File: src/rtl/mem_access_stage_pkg.sv
// mem_access_stage_pkg: shared access-size encodings, FSM states and lane count for the memory stage
package mem_access_stage_pkg;
    localparam int NUM_LANES = 8;
    localparam logic [2:0] LS_B  = 3'd0;
    localparam logic [2:0] LS_H  = 3'd1;
    localparam logic [2:0] LS_W  = 3'd2;
    localparam logic [2:0] LS_D  = 3'd3;
    localparam logic [2:0] LS_BU = 3'd4;
    localparam logic [2:0] LS_HU = 3'd5;
    localparam logic [2:0] LS_WU = 3'd6;
    typedef enum logic {IDLE, WAIT_RSP} state_t;
endpackage

File: src/rtl/mem_access_stage_load_store_align.sv
// load_store_align: byte-lane placement of store data, alignment check and load extraction/extension
module load_store_align
    import mem_access_stage_pkg::*;
#(
    parameter int DATA_WIDTH = 64
) (
    input  logic [2:0]            i_off,
    input  logic [2:0]            i_func3,
    input  logic                  i_mem_op,
    input  logic                  i_store,
    input  logic [DATA_WIDTH-1:0] i_store_data,
    input  logic [DATA_WIDTH-1:0] i_load_word,
    output logic [NUM_LANES-1:0]  o_be,
    output logic [DATA_WIDTH-1:0] o_wdata,
    output logic                  o_misaligned,
    output logic [DATA_WIDTH-1:0] o_load_data
);
    // func3[1:0] is the size (b/h/w/d) for both signed and unsigned forms; func3[2] selects zero-extension
    logic [1:0]            size;
    logic                  sgn;
    logic [DATA_WIDTH-1:0] sh;
    always_comb begin
        size         = i_func3[1:0];
        sgn          = ~i_func3[2];
        o_misaligned = i_mem_op & ((size == LS_H[1:0] & i_off[0]) |
                                   (size == LS_W[1:0] & |i_off[1:0]) |
                                   (size == LS_D[1:0] & |i_off));
        o_be         = ~i_store              ? 8'hFF :
                       size == LS_B[1:0]     ? 8'h01 << i_off :
                       size == LS_H[1:0]     ? 8'h03 << i_off :
                       size == LS_W[1:0]     ? 8'h0F << i_off : 8'hFF;
        o_wdata      = size == LS_B[1:0] ? {(DATA_WIDTH/8){i_store_data[7:0]}} :
                       size == LS_H[1:0] ? {(DATA_WIDTH/16){i_store_data[15:0]}} :
                       size == LS_W[1:0] ? {(DATA_WIDTH/32){i_store_data[31:0]}} : i_store_data;
        sh           = i_load_word >> {i_off, 3'b000};
        o_load_data  = size == LS_B[1:0] ? {{(DATA_WIDTH-8){sgn & sh[7]}}, sh[7:0]} :
                       size == LS_H[1:0] ? {{(DATA_WIDTH-16){sgn & sh[15]}}, sh[15:0]} :
                       size == LS_W[1:0] ? {{(DATA_WIDTH-32){sgn & sh[31]}}, sh[31:0]} : sh;
    end
endmodule

File: src/rtl/mem_access_stage.sv
// mem_access_stage: data-memory handshake, stall generation and writeback pipeline register
module mem_access_stage
    import mem_access_stage_pkg::*;
#(
    parameter int ADDR_WIDTH = 64,
    parameter int DATA_WIDTH = 64,
    parameter int REG_ADDR_W = 5
) (
    input  logic                  i_clk,
    input  logic                  i_arst,
    input  logic [DATA_WIDTH-1:0] i_alu_result,
    input  logic [DATA_WIDTH-1:0] i_write_data,
    input  logic [2:0]            i_func3,
    input  logic                  i_mem_we,
    input  logic                  i_load_instr,
    input  logic                  i_reg_we,
    input  logic [REG_ADDR_W-1:0] i_rd_addr,
    input  logic [2:0]            i_result_src,
    input  logic [ADDR_WIDTH-1:0] i_pc_plus4,
    input  logic [ADDR_WIDTH-1:0] i_pc_target,
    input  logic [DATA_WIDTH-1:0] i_imm_ext,
    output logic                  o_dmem_req_valid,
    input  logic                  i_dmem_req_ready,
    output logic [ADDR_WIDTH-1:0] o_dmem_addr,
    output logic                  o_dmem_we,
    output logic [DATA_WIDTH-1:0] o_dmem_wdata,
    output logic [NUM_LANES-1:0]  o_dmem_be,
    input  logic                  i_dmem_rsp_valid,
    input  logic [DATA_WIDTH-1:0] i_dmem_rsp_data,
    output logic                  o_stall,
    output logic                  o_misaligned,
    output logic [DATA_WIDTH-1:0] o_read_data,
    output logic [DATA_WIDTH-1:0] o_alu_result,
    output logic [DATA_WIDTH-1:0] o_imm_ext,
    output logic [ADDR_WIDTH-1:0] o_pc_plus4,
    output logic [ADDR_WIDTH-1:0] o_pc_target,
    output logic [2:0]            o_result_src,
    output logic                  o_reg_we,
    output logic [REG_ADDR_W-1:0] o_rd_addr
);
    state_t                state_q, state_d;
    logic [DATA_WIDTH-1:0] read_data_q, read_data_d, alu_result_q, alu_result_d, imm_ext_q, imm_ext_d;
    logic [ADDR_WIDTH-1:0] pc_plus4_q, pc_plus4_d, pc_target_q, pc_target_d;
    logic [2:0]            result_src_q, result_src_d;
    logic                  reg_we_q, reg_we_d;
    logic [REG_ADDR_W-1:0] rd_addr_q, rd_addr_d;
    logic                  mem_op, access, idle;
    logic [DATA_WIDTH-1:0] load_data;

    load_store_align #(.DATA_WIDTH(DATA_WIDTH)) u_align (
        .i_off        (i_alu_result[2:0]),
        .i_func3      (i_func3),
        .i_mem_op     (mem_op),
        .i_store      (i_mem_we),
        .i_store_data (i_write_data),
        .i_load_word  (i_dmem_rsp_data),
        .o_be         (o_dmem_be),
        .o_wdata      (o_dmem_wdata),
        .o_misaligned (o_misaligned),
        .o_load_data  (load_data)
    );

    always_comb begin
        mem_op           = i_mem_we | i_load_instr;
        access           = mem_op & ~o_misaligned;
        idle             = state_q == IDLE;
        o_dmem_req_valid = idle & access;
        o_dmem_addr      = {i_alu_result[ADDR_WIDTH-1:3], 3'b000};
        o_dmem_we        = i_mem_we;
        o_stall          = idle ? access & ~(i_dmem_req_ready & i_mem_we) : ~i_dmem_rsp_valid;
        // a store wins if both flags are set; only an accepted load waits for a response
        state_d          = idle ? ((access & i_dmem_req_ready & ~i_mem_we) ? WAIT_RSP : IDLE)
                                : (i_dmem_rsp_valid ? IDLE : WAIT_RSP);
        reg_we_d         = i_reg_we & ~o_misaligned & ~o_stall;
        read_data_d      = (~idle & i_load_instr) ? load_data : '0;
        alu_result_d     = i_alu_result;
        imm_ext_d        = i_imm_ext;
        pc_plus4_d       = i_pc_plus4;
        pc_target_d      = i_pc_target;
        result_src_d     = i_result_src;
        rd_addr_d        = i_rd_addr;
    end

    always_ff @(posedge i_clk or posedge i_arst) begin
        if (i_arst) begin
            state_q      <= IDLE;
            read_data_q  <= '0;
            alu_result_q <= '0;
            imm_ext_q    <= '0;
            pc_plus4_q   <= '0;
            pc_target_q  <= '0;
            result_src_q <= '0;
            reg_we_q     <= 1'b0;
            rd_addr_q    <= '0;
        end else begin
            state_q      <= state_d;
            read_data_q  <= read_data_d;
            alu_result_q <= alu_result_d;
            imm_ext_q    <= imm_ext_d;
            pc_plus4_q   <= pc_plus4_d;
            pc_target_q  <= pc_target_d;
            result_src_q <= result_src_d;
            reg_we_q     <= reg_we_d;
            rd_addr_q    <= rd_addr_d;
        end
    end

    assign o_read_data  = read_data_q;
    assign o_alu_result = alu_result_q;
    assign o_imm_ext    = imm_ext_q;
    assign o_pc_plus4   = pc_plus4_q;
    assign o_pc_target  = pc_target_q;
    assign o_result_src = result_src_q;
    assign o_reg_we     = reg_we_q;
    assign o_rd_addr    = rd_addr_q;
endmodule

File: config.mk
export PLATFORM = sky130hd
export DESIGN_NAME = mem_access_stage
export DESIGN_NICKNAME = d
export VERILOG_FILES = /design/src/rtl/mem_access_stage_pkg.sv /design/src/rtl/mem_access_stage_load_store_align.sv /design/src/rtl/mem_access_stage.sv
export SDC_FILE = /design/constraint.sdc
export NUM_CORES = 1
export LEC_CHECK = 0
export CAP_MARGIN = 10
export CELL_PAD_IN_SITES_DETAIL_PLACEMENT = 0
export CELL_PAD_IN_SITES_GLOBAL_PLACEMENT = 2
export CORE_AREA = 2 2 341 343
export CTS_CLUSTER_DIAMETER = 120
export DETAILED_ROUTE_END_ITERATION = 12
export DIE_AREA = 0 0 343 345
export HOLD_SLACK_MARGIN = 0.12
export PLACE_DENSITY = 0.51
export SETUP_SLACK_MARGIN = 0.05
export SYNTH_ARGS = -nofsm -noshare
export SYNTH_HDL_FRONTEND = slang
export SYNTH_SLANG_ARGS = --single-unit
File: constraint.sdc
create_clock -name i_clk -period 17.55 [get_ports i_clk]
set_clock_uncertainty 0.1 [all_clocks]
set_input_delay 3.51 -clock i_clk [delete_from_list [all_inputs] [get_ports i_clk]]
set_output_delay 3.51 -clock i_clk [all_outputs]
set_load 0.02 [all_outputs]
* Yosys cells after proc, flatten, opt, wreduce, memory -nomap -nowiden
Cells that the tools add are included.
Word-level totals: output and inout bits 469, logic and storage cells 60, bits in registers 330
Cells by class: shift-type cells 4, equal/unequal tests 3, reductions and logical operators 3, muxes and demuxes 15, bitwise gates (word level) 26
Operators with widths (number):
- $mux W64 | 7
- $shr A64 B6 Y64 | 1
- $mux W8 | 4
- $and A1 B1 Y1 | 16
- $shl A1 B3 Y8 const A | 1
- $shl A2 B3 Y8 const A | 1
- $shl A4 B3 Y8 const A | 1
- $not A1 Y1 | 7
- $eq A2 B2 Y1 const B | 2
- $mux W1 | 4
- $or A1 B1 Y1 | 3
- $reduce_or A3 Y1 | 1
- $eq A2 B1 Y1 const B | 1
- $logic_not A2 Y1 | 1
- $reduce_or A2 Y1 | 1

* Longest topological paths before layout
Gate-level depths: netlist (run 1).
depth in word-level cells 11, depth in mapped cells 12

* By module
Synthesis (run 1) repeated with hierarchy kept, for this count alone.
Second synthesis, totals: cell total of the unflattened synthesis 1011, area total of the unflattened synthesis 12732.2 um^2
Modules (own cells, without submodules):
- mem_access_stage | cells each 486, instances 1, seq. area each 8257.9 um^2, area each 9291.4 um^2
- load_store_align | cells each 525, instances 1, seq. area each 0.0 um^2, area each 3440.8 um^2

* Worst setup path before layout (run 1)
OpenSTA, ideal clock, no wires.
path type input to output, from input i_alu_result[0], to output o_stall, buffers on the path 5, required time 13.940 ns, stages 11, data arrival time 5.777 ns, slack 8.163 ns, path through buf_6 -> buf_12 -> buf_2 -> buf_2 -> buf_2 -> inv_1 -> ha_1 -> nand3b_1 -> a32o_1 -> nor3_1 -> a21o_1
Between the ends: cells in the longest elaborated chain, start to end 9, elaborated cells between the ends (all ways) 12
RTL lines:
- from (decl) | RTL line mem_access_stage.sv:11 | input logic [DATA_WIDTH-1:0] i_alu_result,
- $reduce_or A2 Y1 | RTL line mem_access_stage_load_store_align.sv:26 | (size == LS_W[1:0] & |i_off[1:0]) |
- $and A1 B1 Y1 | RTL line mem_access_stage_load_store_align.sv:26
- $or A1 B1 Y1 | RTL line mem_access_stage_load_store_align.sv:25 | o_misaligned = i_mem_op & ((size == LS_H[1:0] & i_off[0]) |
- $or A1 B1 Y1 * | RTL line mem_access_stage_load_store_align.sv:26
- $and A1 B1 Y1 * | RTL line mem_access_stage_load_store_align.sv:25
- $not A1 Y1 * | RTL line mem_access_stage.sv:65 | access = mem_op & ~o_misaligned;
- $and A1 B1 Y1 * | RTL line mem_access_stage.sv:65
- $and A1 B1 Y1 * | RTL line mem_access_stage.sv:70 | o_stall = idle ? access & ~(i_dmem_req_ready & i_mem_we) : ~i_dmem_rsp_valid;
- $mux W1 * | RTL line mem_access_stage.sv:70
- to (decl) | RTL line mem_access_stage.sv:30 | output logic o_stall,
Mark *: on every way between the ends. The rest lies on a longest branch, timed or not.

* Worst setup path in the final report (run 1)
from input i_alu_result[1], to output o_stall
Same word-level chain as after synthesis.

==> results of run 1 <==
==> final cells by class <==
class                      instances  area, um^2  share of cell area [%]
multi-input combinational        492        3200                    13.4
antenna                            6        15.0                  0.0628
tap                             1524        1910                    7.97
timing repair buffer             881        8780                    36.7
clock buffer                      64        1360                    5.68
inverter                          17        71.3                   0.298
sequential                       330        8260                    34.5
clock inverter                    21         324                    1.36
==> critical path, stage by stage <==
cell	delay, ns
buf_2	0.30
inv_2	0.38
ha_1	0.25
nand3b_1	0.09
a32o_1	0.31
nor3_1	0.35
a21o_1	0.24
clkdlybuf4s50_1	0.63
==> sequential cells by signal, indices dropped and copies added, names as in the netlist <==
| name | count |
|---|---|
| o_alu_result | 64 |
| o_imm_ext | 64 |
| o_pc_plus4 | 64 |
| o_pc_target | 64 |
| o_read_data | 64 |
| o_rd_addr | 5 |
| o_result_src | 3 |
| o_reg_we | 1 |
| state_q | 1 |
==> worst paths after layout <==
kind                                                  end               from  slack [ns]
worst max register to register  o_read_data[20]$_DFF_PP0_  state_q$_DFF_PP0_       14.85
min in group asynchronous         o_imm_ext[63]$_DFF_PP0_             i_arst        3.39
max in group asynchronous         o_pc_plus4[3]$_DFF_PP0_             i_arst       12.42
worst min-delay path                    state_q$_DFF_PP0_  state_q$_DFF_PP0_        0.59
worst max-delay path                              o_stall    i_alu_result[1]        7.86
worst min register to register          state_q$_DFF_PP0_  state_q$_DFF_PP0_        0.59
==> layout by cell type (no fill, tap or decap), drive strengths merged, types with 4 or more instances in the layout <==
master         Yosys  routed
a31oi              8       8
and2b              4       4
bufinv             0       6
nand2b            11      11
a211oi            36      36
nand3              5       5
mux2i             54      54
inv               17      22
diode              0       6
clkbuf            27      64
dfrtp            330     330
o211ai             6       6
o21ai             21      21
a21oi             88      88
a222oi             6       6
mux2              17      17
o32a               4       4
o21a               6       6
buf              103      19
ha                10      10
and2               8       8
clkdlybuf4s50      0     862
nand2             76      76
nor2b             31      31
nor2              68      68
mux4               7       7
clkinv             0       9
==> power groups by stage <==
stage	logic (mW)	registers [mW]	clock network, mW
3_3_place_gp	0.448	0.823	0
2_1_floorplan	0.124	0.871	0
4_1_cts	0.449	0.810	1.07
6_report	0.436	0.810	1.02
5_1_grt	0.463	0.813	1.09
3_5_place_dp	0.446	0.823	0
==> cells by family (layout without fill, tap and decap cells) <==
group                    count (synthesis)  after routing
flip-flops                             330            330
multiplexers                            78             78
AO/OA/AOI/OAI                          189            189
other                                    1              9
adder cells (fa/ha/maj)                 10             10
buffers and inverters                  147            983
AND/OR/NAND/NOR                        212            212
==> layer usage <==
layer	GRT usage [%]	up-vias	part of all wire [%]	wire length [um]
met5	0	-	0.32	270
met4	2.42	44	1.7	1450
met3	5.44	122	9.3	7820
met2	26.4	602	54	45400
met1	13.9	5471	35	29300
li1	-	4831	-	-
==> results by group, run 1 <==
Outcome
  – Status: completed

Yosys
  – Synth top area cells: dfrtp_1 67%, buf_4 4.4%, mux2i_1 4.4%
  – Distinct cells, synth: 48
  – Adder-cell area share of the yosys netlist: 1.01%
  – Async SR Flop Fraction: 100%
  – Post-synth top area cell: dfrtp_1
  – Mux share of post-synthesis cell area: 7.21%
  – Synthesized area: 0.0123 mm^2
  – Sequential area share after synthesis: 66.9%
  – Main combinational cell family by area after synthesis: compound AO/OA/AOI/OAI gates
  – FF+latch count, synth: 330
  – Syn Inst Count: 967
  – YS warnings: 0
  – Synth Area in XOR/XNOR: 0%
  – Post-synth top flop: dfrtp_1
  – Simple-gate share of the synthesized area: 7.82%
  – Top-area cell type share of the netlist area: 66.9%
  – Syn_area_per_cell: 12.8 um^2
  – Synth cell count leaders: 330 x dfrtp_1, 88 x a21oi_1, 76 x nand2_1, 73 x buf_4, 68 x nor2_1
  – Synth Area in Compound Gates: 9.78%
  – Cell with the most instances after synthesis: dfrtp_1
  – Post-synth EDFFs: 0

Global route
  – Overall Global Routing Usage: 13.7%
  – Vias in the first global route: 12100
  – Initial antenna violation count: 47
  – GR Overflow Total: 0
  – Largest net degree at the start of global routing: 107
  – First-pass GRT wire length: 111000 um

Worst hold path
  – HP Class: flop to flop
  – Hold depth: 2

Run
  – Total of max-cap violations: 0

Power and ir drop
  – Clock group share of total power: 45.0%
  – Tot Pwr: 2.27 mW
  – Cell Pwr Density: 94.7 mW/mm^2
  – NetSw: 0.625 mW
  – Int Power: 1.64 mW
  – Comb pwr share: 19.3%
  – Max VDD drop: 0.0643 mV
  – Sequential share of power: 35.7%
  – Static Leakage: 9.67 nW
  – Sw Share: 27.6%

CTS
  – CTS Buf Count: 46
  – Root Buffer: clkbuf_16
  – Clock transition at path regs: 0.07 ns
  – Post-CTS setup buffer count: 0
  – Clock tree buffer depth: 3
  – CTS Hold Buffers Added: 0
  – H-tree depth reported by CTS: 2
  – Resized cells post-CTS: 0
  – Clk sinks: 330
  – Clock tree from TritonCTS: yes
  – Clock latency on the worst-skew pair: 0.61 ns

STA
  – Sum Neg Setup Slack: 0 ns
  – Final min period: 9.69 ns
  – Final slew viol count: 0
  – Max Fclk: 0.103 GHz
  – Least-Margin Pin Slew: 0.988 ns
  – Unrepaired setup endpoints after global routing: no
  – Hold Worst Slack: 0.591 ns
  – Count of final hold-check violations: 0
  – Relative slew slack: 34.1%
  – # setup viols final: 0
  – Fin crit share: 55.2%
  – Final WS setup: 7.86 ns

Placement
  – Dpl ws: 7.73 ns
  – Port-buffer cells: 867
  – Placed cell count: 3243
  – Post-DP Area: 0.0222 mm^2
  – RD Place Congestion: 0.824
  – Hpwl dp: 70200 um

Critical path
  – CP startpoint kind: primary input
  – Worst Reg-to-Reg Cells: 5
  – Worst endpoint data arrival time: 6.08 ns
  – Crit Path Class: primary input to primary output
  – Worst Path Max Fanout: 30
  – WP data required: 13.94 ns
  – Kind of end point of the critical path: primary output

Die
  – Initial core utilization: 10.7%
  – Core Area: 0.115 mm^2
  – Die Area: 0.118 mm^2
  – Row cnt: 125
  – DIE HEIGHT: 345 um
  – Io pins: 871
  – Die W: 343 um

Routing
  – WL final: 84200 um
  – DRC Markers: 0
  – Detailed Routing Iterations Pass 1: 5
  – Per-cell routed wire length: 25.3 um
  – ANT nets after route: 0
  – 1st-iter DRT viols: 494
  – Via count: 11100
  – Vias per cell: 3.32

Layout
  – Fillers: 12500
  – Layout area overhead: 93.7%
  – Final nets: 2180
  – Final std cells w/o fill: 3335
  – Share of cells above drive strength 1: 7.42%
  – Cell area after layout: 0.0239 mm^2
  – Fin util: 20.8%
No activity file was read; power rests on OpenSTA's default activity.
==> inputs of run 2 (changes only) <==
CORE_AREA = 2 2 337 339   (was 2 2 341 343)
DIE_AREA = 0 0 339 341   (was 0 0 343 345)
PLACE_DENSITY = 0.52   (was 0.51)
clock period = 9.2 ns   (was 17.55 ns; I/O delays follow)
==> run 2 against run 1 <==
Effect of this change: combinational power grew 92%; routed wire length grew 0.43%; register-to-register slack worse by 8.5 ns; via count rose by 0.37%.
==> results by group, run 2 (synthesized netlist as in run 1, its figures left out) <==
Routing
  – Detailed Routing Iterations Pass 1: 4 (-1)
  – 1st-iter DRT viols: 453 (-8.3%)
  – WL final: 84600 um (+0.43%)
  – Via count: 11100 (+0.37%)
  – Vias per cell: 3.36 (+1.1%)
  – DRC Markers: 0 (unchanged)
  – ANT nets after route: 0 (unchanged)
  – Per-cell routed wire length: 25.6 um (+1.2%)

Critical path
  – Crit Path Class: primary input to primary output
  – Worst endpoint data arrival time: 4.16 ns (-1.92 ns)
  – CP startpoint kind: primary input
  – Kind of end point of the critical path: primary output
  – WP data required: 7.26 ns (-6.68 ns)
  – Worst Path Max Fanout: 68 (+130%)

Global route
  – Most Crowded Layer GR: met2
  – M2 GR Usage: 27.2% (+0.86 points)
  – Largest net degree at the start of global routing: 69 (-36%)
  – GR Overflow Total: 0 (unchanged)
  – Initial antenna violation count: 35 (-26%)
  – Routing usage on met1: 14.5% (+0.66 points)
  – Overall Global Routing Usage: 14.2% (+0.45 points)
  – Met3 Use GR: 5.31% (-0.13 points)
  – First-pass GRT wire length: 112000 um (+1.2%)
  – Vias in the first global route: 12200 (+0.79%)

Power and ir drop
  – Sequential share of power: 36.3% (+0.6 points)
  – Clock group share of total power: 44.0% (-1.0 points)
  – NetSw: 1.18 mW (+89%)
  – Max VDD drop: 0.127 mV (+97%)
  – Comb pwr share: 19.7% (+0.4 points)
  – Cell Pwr Density: 179 mW/mm^2 (+89%)
  – Static Leakage: 9.63 nW (-0.47%)
  – Sw Share: 27.8% (+0.20 points)
  – Int Power: 3.08 mW (+87%)

STA
  – Max Fclk: 0.164 GHz
  – Final slew viol count: 0 (unchanged)
  – Least-Margin Pin Slew: 0.976 ns (-0.0121 ns)
  – Final min period: 6.10 ns
  – Final WS setup: 3.10 ns (-4.77 ns)
  – # setup viols final: 0 (unchanged)
  – Unrepaired setup endpoints after global routing: no
  – Count of final hold-check violations: 0 (unchanged)
  – Sum Neg Setup Slack: 0 ns (unchanged)
  – Fin crit share: 66.4%
  – Relative slew slack: 34.9% (+0.81 points)

Placement
  – Placed cell count: 3222 (-0.65%)
  – Hpwl dp: 70200 um (+0.11%)
  – Port-buffer cells: 867 (unchanged)
  – RD Place Congestion: 0.869 (+5.4%)
  – Post-DP Area: 0.0222 mm^2 (about the same)
  – Dpl ws: 3.06 ns (-4.67 ns)

Die
  – Die Area: 0.116 mm^2 (-2.3%)
  – Io pins: 871 (unchanged)
  – Row cnt: 123 (-1.6%)
  – Initial core utilization: 11.0% (+0.31 points)
  – Die W: 339 um (-1.2%)
  – Core Area: 0.112 mm^2 (-2.8%)
  – DIE HEIGHT: 341 um (-1.2%)

Layout
  – Fillers: 12100 (-2.8%)
  – Cell area after layout: 0.0238 mm^2 (-0.52%)
  – Share of cells above drive strength 1: 7.21% (-0.21 points)
  – Final nets: 2181 (+0.046%)
  – Final std cells w/o fill: 3310 (-0.75%)
  – Layout area overhead: 92.7%
  – Commonest non-fill, non-tap cells in the layout: 862 x clkdlybuf4s50_1, 330 x dfrtp_1, 88 x a21oi_1
  – Most common cell after layout, fill and taps aside: clkdlybuf4s50_1

CTS
  – CTS Buf Count: 45 (-2.2%)
  – Post-CTS setup buffer count: 0 (unchanged)
  – Root Buffer: clkbuf_16
  – Clock tree buffer depth: 3 (unchanged)
  – Clk sinks: 330 (unchanged)
  – H-tree depth reported by CTS: 2 (unchanged)
  – Clock latency on the worst-skew pair: 0.61 ns (about the same)
  – Clock transition at path regs: 0.06 ns (about the same)
  – CTS Hold Buffers Added: 0 (unchanged)
  – Resized cells post-CTS: 0 (unchanged)
  – Clock tree from TritonCTS: yes

Run
  – Total of max-cap violations: 0 (unchanged)

Outcome
  – Status: completed

Worst hold path
  – HP Class: flop to flop
run 2: critical path, stage by stage:
cell and delay (ns):
buf_2 0.33, buf_4 0.64, or2_2 0.48, nand2_1 0.10
nand2_1 0.13, clkdlybuf4s50_1 0.63
run 2: path summary, 6_finish.rpt:
check | start | endpoint | slack, ns | cells after the start
max | i_func3[1] | o_dmem_wdata[15] | 3.10 | 6
min | state_q$_DFF_PP0_ | state_q$_DFF_PP0_ | 0.62 | 2
max reg2reg | state_q$_DFF_PP0_ | o_read_data[22]$_DFF_PP0_ | 6.38 | 5
min reg2reg | state_q$_DFF_PP0_ | state_q$_DFF_PP0_ | 0.62 | 2
max in group asynchronous | i_arst | o_pc_target[6]$_DFF_PP0_ | 5.44 | 4
min in group asynchronous | i_arst | o_pc_target[48]$_DFF_PP0_ | 1.62 | 2
run 2: layer usage:
metal / vias up / wire length [um]
li1: 4830 / -
met1: 5500 / 29700
met2: 640 / 46000
met3: 107 / 7210
met4: 34 / 1410
met5: - / 224
run 2: final cells by class:
type / instances / area (um^2) / share of cell area, %
Inverter: 17 / 67.6 / 0.284
Clock inverter: 20 / 308 / 1.29
Tap cell: 1500 / 1880 / 7.89
Clock buffer: 61 / 1290 / 5.41
Antenna cell: 7 / 17.5 / 0.0736
Sequential cell: 330 / 8260 / 34.7
Timing Repair Buffer: 883 / 8780 / 36.9
Multi-Input combinational cell: 492 / 3200 / 13.4
run 2: metrics by stage:
step | utilization (%) | hold WS [ns] | total power [mW]
finish | 21.3 | 0.617 | 4.26
global route | 21.2 | 0.672 | 4.45
CTS | 21.2 | 0.622 | 4.37
detailed placement | 19.8 | 0.607 | 2.43
global placement | 19.8 | 0.601 | 2.43
floorplan | - | 0.532 | 1.90
run 2: power by group through the flow:
stage          sequential, mW  combinational (mW)  clock, mW
3_3_place_gp             1.57               0.861          0
3_5_place_dp             1.57               0.857          0
4_1_cts                  1.55               0.863       1.96
2_1_floorplan            1.66               0.237          0
5_1_grt                  1.55               0.888       2.01
6_report                 1.55               0.839       1.87
